<file path="config.mk">
export PLATFORM = sky130hd
export DESIGN_NAME = alu_writeback_stage
export DESIGN_NICKNAME = d
export VERILOG_FILES = /design/src/rtl/alu_writeback_stage.sv
export SDC_FILE = /design/constraint.sdc
export NUM_CORES = 1
export LEC_CHECK = 0
export ABC_CLOCK_PERIOD_IN_PS = 5200
export BUFFER_PORTS_ARGS = -buffer_cell sky130_fd_sc_hd__buf_4
export CORE_ASPECT_RATIO = 1.1
export CORE_UTILIZATION = 59
export CTS_CLUSTER_SIZE = 14
export DETAILED_ROUTE_END_ITERATION = 16
export GPL_TIMING_DRIVEN = 0
export MAX_ROUTING_LAYER = met4
export PLACE_DENSITY_LB_ADDON = 0.08
export SETUP_SLACK_MARGIN = 0.05
export SYNTH_ARGS = -nofsm -noshare
export SYNTH_HDL_FRONTEND = slang
export SYNTH_SLANG_ARGS = --single-unit
</file>
<file path="constraint.sdc">
create_clock -name clk -period 5.2 [get_ports clk]
set_input_delay 0.26 -clock clk [delete_from_list [all_inputs] [get_ports clk]]
set_output_delay 0.26 -clock clk [all_outputs]
set_load 0.1 [all_outputs]
</file>
<file path="src/rtl/alu_writeback_stage.sv">
// Writeback stage: 2-entry in-order queue between the ALU and the register file.
// Commits results, maintains carry/zero flags and resolves equality branches.
module alu_writeback_stage #(
    parameter int unsigned DEPTH = 2
) (
    input  logic        clk,
    input  logic        rst,
    input  logic        in_valid,
    output logic        in_ready,
    input  logic [19:0] in_s,
    input  logic        in_cout,
    input  logic        in_e,
    input  logic [2:0]  in_op,
    input  logic        in_wb,
    input  logic [3:0]  in_dest,
    input  logic        in_branch,
    input  logic [19:0] in_target,
    input  logic        rf_ready,
    output logic        rf_we,
    output logic [3:0]  rf_waddr,
    output logic [19:0] rf_wdata,
    output logic        flag_c,
    output logic        flag_z,
    output logic        branch_taken,
    output logic [19:0] branch_pc,
    output logic [15:0] retire_count
);

    localparam logic [1:0] FULL = 2'(DEPTH);

    typedef struct packed {
        logic [19:0] s;
        logic        cout;
        logic        e;
        logic [2:0]  op;
        logic        wb;
        logic [3:0]  dest;
        logic        branch;
        logic [19:0] target;
    } entry_t;

    entry_t      slot0_q, slot0_d, slot1_q, slot1_d, in_ent;
    logic [1:0]  count_q, count_d;
    logic        flag_c_q, flag_c_d, flag_z_q, flag_z_d;
    logic [15:0] retire_q, retire_d;
    logic        head_valid, commit, taken, accept;

    assign in_ready     = (count_q < FULL);
    assign head_valid   = (count_q != 2'd0);
    assign rf_we        = head_valid & slot0_q.wb & ~slot0_q.branch;
    assign rf_waddr     = slot0_q.dest;
    assign rf_wdata     = slot0_q.s;
    // Only register writes wait on the port; branches and no-write entries always drain.
    assign commit       = head_valid & (~rf_we | rf_ready);
    assign taken        = commit & slot0_q.branch & slot0_q.e;
    assign accept       = in_valid & in_ready;
    assign branch_taken = taken;
    assign branch_pc    = taken ? slot0_q.target : '0;
    assign flag_c       = flag_c_q;
    assign flag_z       = flag_z_q;
    assign retire_count = retire_q;

    always_comb begin
        in_ent        = '0;
        in_ent.s      = in_s;
        in_ent.cout   = in_cout;
        in_ent.e      = in_e;
        in_ent.op     = in_op;
        in_ent.wb     = in_wb;
        in_ent.dest   = in_dest;
        in_ent.branch = in_branch;
        in_ent.target = in_target;
    end

    always_comb begin
        slot0_d  = slot0_q;
        slot1_d  = slot1_q;
        count_d  = count_q;
        flag_c_d = flag_c_q;
        flag_z_d = flag_z_q;
        retire_d = retire_q;

        // A taken branch flushes the younger entry and anything arriving this edge.
        if (taken) begin
            count_d = '0;
        end else if (commit && accept) begin
            slot0_d = in_ent;
        end else if (commit) begin
            slot0_d = slot1_q;
            count_d = count_q - 2'd1;
        end else if (accept) begin
            if (count_q == 2'd0) begin
                slot0_d = in_ent;
            end else begin
                slot1_d = in_ent;
            end
            count_d = count_q + 2'd1;
        end

        if (commit) begin
            retire_d = retire_q + 16'd1;
            if (!slot0_q.branch) begin
                flag_z_d = (slot0_q.s == 20'd0);
                flag_c_d = (slot0_q.op == 3'b000 || slot0_q.op == 3'b001) ? slot0_q.cout : 1'b0;
            end
        end
    end

    always_ff @(posedge clk) begin
        if (rst) begin
            slot0_q  <= '0;
            slot1_q  <= '0;
            count_q  <= '0;
            flag_c_q <= 1'b0;
            flag_z_q <= 1'b0;
            retire_q <= '0;
        end else begin
            slot0_q  <= slot0_d;
            slot1_q  <= slot1_d;
            count_q  <= count_d;
            flag_c_q <= flag_c_d;
            flag_z_q <= flag_z_d;
            retire_q <= retire_d;
        end
    end

endmodule

</file>
==> metrics.txt <==
final period utilization 53.3%; antenna diode count 0; Final Setup Violations 0; PD cells 513 nW/um^2; Hold Path Class in -> reg; CP startpoint kind register; WHS Path Cells 3; layout cells sized above 1 28.5%; area growth from synthesis to layout 37.7%; synth top area cells dfxtp_1 (43%), nand2_1 (14%), a311oi_2 (13%); Reg2Reg Setup Slack 2.43 ns; Hold Vio Cnt, Final 1; Vias/cell 5.65; CTS sink cnt 120; Seq cells post-synth 120; Max IR drop VDD 308 uV; # DRC 0; Vert. Die Dim 104 um; Mapped Area 5550 sq um; total CTS buffers 17; post-layout instance area 7650 sq um; Synth top area share 43.3%; DR WL/cell 16.1 um; pre-CTS setup slack 2.53 ns; DRT Pass-1 Iters 5; min cycle time layout 2.77 ns; setup ws final 2.43 ns; Synth Net Count 723; die area 9800 sq um; Yosys cell types 38; violated checks negative hold slack; MaxCap Viol Count 0; grt ovf 0; WP data arrival 3.21 ns; via count 5486; final net count 902; Seq/Total Area, Yosys 43.3%; ys async rst share 0%; Reg2Reg Depth 7; Worst-Skew Late Latency 0.54 ns; GPL Wtd Cong 0.806; Avg Cell Area, Syn 8.35 sq um; Syn Inst Count 665; DRT antenna net count 0; Max Slew Vio Count 0; dpl cell area 6580 sq um; clk root buf clkbuf_8; Synth top cells by count nand2_1 (208), dfxtp_1 (120), nor2_1 (62); vias in the first global route 5450; DR iter-0 viols 328; fillcell total 529; Multi-input gate area 2700 sq um; CTS clk-pin slew, worst paths 0.06 ns; FMAX 0.361 GHz; RSZ-0062 raised after global routing no; most numerous cell in the Yosys netlist nand2_1; GRT Total Usage 33.7%; WL final 15700 um; leak pwr 0.00310 uW; critical path type reg -> reg; crit-path max FO 10; min-delay src in_wb; Ports 120; Critical Path Source slot0_q[20]$_SDFFE_PP0P_; die width 94.5 um; Core Box Area 9010 sq um; count of input and output buffers 118; worst clock skew 0.00860 ns; number of synthesized flops with an enable pin 0; DP HPWL 10000 um; FF-to-FF Start slot0_q[20]$_SDFFE_PP0P_; worst-margin pin slew 0.728 ns; Bufs on Longest Clock Path 2; Rows 36; H-tree depth 4; pin count of the biggest net entering global routing 17; setup bufs post-CTS 0; first-pass GRT wire length 25000 um; Slew HR 51.5%; Post-synth top flop dfxtp_1; Initial Utilization 61.6%; CP Data Required Time 5.64 ns; warning count from the yosys run 0; Sequential Area 2400 sq um; initial antenna violation count 0; total power 3920 uW; status complete, but fails checks; R2R Path End rf_waddr[2]$_SDFFE_PP0P_; Fin Hold WS -0.00387 ns; critical path endpoint category register; area leader, netlist dfxtp_1; Fin Setup TNS 0 ns; Hold Path End slot1_q[25]$_SDFFE_PP0P_; CTS tree done
-- per-layer routing --
layer  track usage (%)  up-vias  routed length, um
met4              15.5        0                583
met1              35.5     2625               6040
met3              7.20       58                772
met2              59.1      202               8280
met5                 -        -                  0
li1                  -     2601                  -
-- area by class of cell --
type	instances	area share (%)
multi-input cells	468	35.2
flip-flops and latches	120	31.4
repair buffers	160	17.1
clock buffers	21	5.87
plain buffers	73	5.76
clock inverters	11	2.55
well taps	114	1.87
inverters	4	0.196
-- placed cells by master, fill, tap and decap left out, drive strengths merged, types with 2 or more instances in the layout --
master / instances
a21oi: 58
a311oi: 50
and2: 20
and3: 3
and4: 2
buf: 162
bufinv: 5
clkbuf: 50
clkinv: 3
clkinvlp: 3
dfxtp: 120
dlygate4sd3: 42
ha: 3
inv: 4
mux2i: 2
nand2: 208
nand3: 7
nand4: 4
nor2: 62
nor3: 6
nor3b: 4
nor4: 5
o211a: 2
o21ai: 6
or3: 5
or4: 2
xnor2: 4
xor2: 6
-- worst max-delay path by stage --
stage               slack, ns  cells past startpoint                   endpoint
global route             2.26                      7   rf_waddr[2]$_SDFFE_PP0P_
floorplan                2.18                      3                      rf_we
finish                   2.43                      7   rf_waddr[2]$_SDFFE_PP0P_
detailed placement       2.53                      7  rf_wdata[14]$_SDFFE_PP0P_
CTS                      2.51                      7  rf_wdata[14]$_SDFFE_PP0P_
global placement         2.61                      7  rf_wdata[12]$_SDFFE_PP0P_
-- cells by family (layout without fill, tap and decap cells) --
kind of cell	Yosys count	after routing	synth area share, %
XOR/XNOR	10	10	1.58
multiplexers	2	2	0.361
buffers and inverters	77	269	8.20
AO/OA/AOI/OAI	121	121	20.4
adder cells (fa/ha/maj)	3	3	0.676
flip-flops	120	120	43.3
AND/OR/NAND/NOR	332	332	25.6
-- metrics by stage --
stage / util, % / instances
global route: 84.9 / 971
detailed placement: 73.1 / 897
floorplan: - / 665
global placement: 73.1 / 897
finish: 84.9 / 971
CTS: 84.9 / 971
-- flip-flops by register name, summed over array words and instances (netlist names) --
signal,count
rf_wdata,20
rf_waddr,4
flag_c,1
slot1_q,50
count_q,2
retire_count,16
flag_z,1
slot0_q,26
-- where the power goes --
part | switching [uW] | internal [uW] | leakage [uW]
registers | 86.5 | 1050 | 0.000980
logic | 1040 | 474 | 0.00182
clock network | 426 | 852 | 0.000304
total | 1550 | 2370 | 0.00310
-- critical path, cell delays in order, from the launching register on --
cell      delay, ns
dfxtp_1        0.37
nor3b_4        0.50
nor2_1         0.19
ha_1           0.27
nor3_2         0.41
clkbuf_1       0.43
nand2_1        0.17
a311oi_2       0.33
-- timing repair --
action                                  4_1_cts  5_1_grt
hold buffers                                 42        0
endpoints found under the setup margin        0        0
endpoints found under the hold margin        42        0
gates resized for setup                       0        0
(Power assumes the default switching activity.)
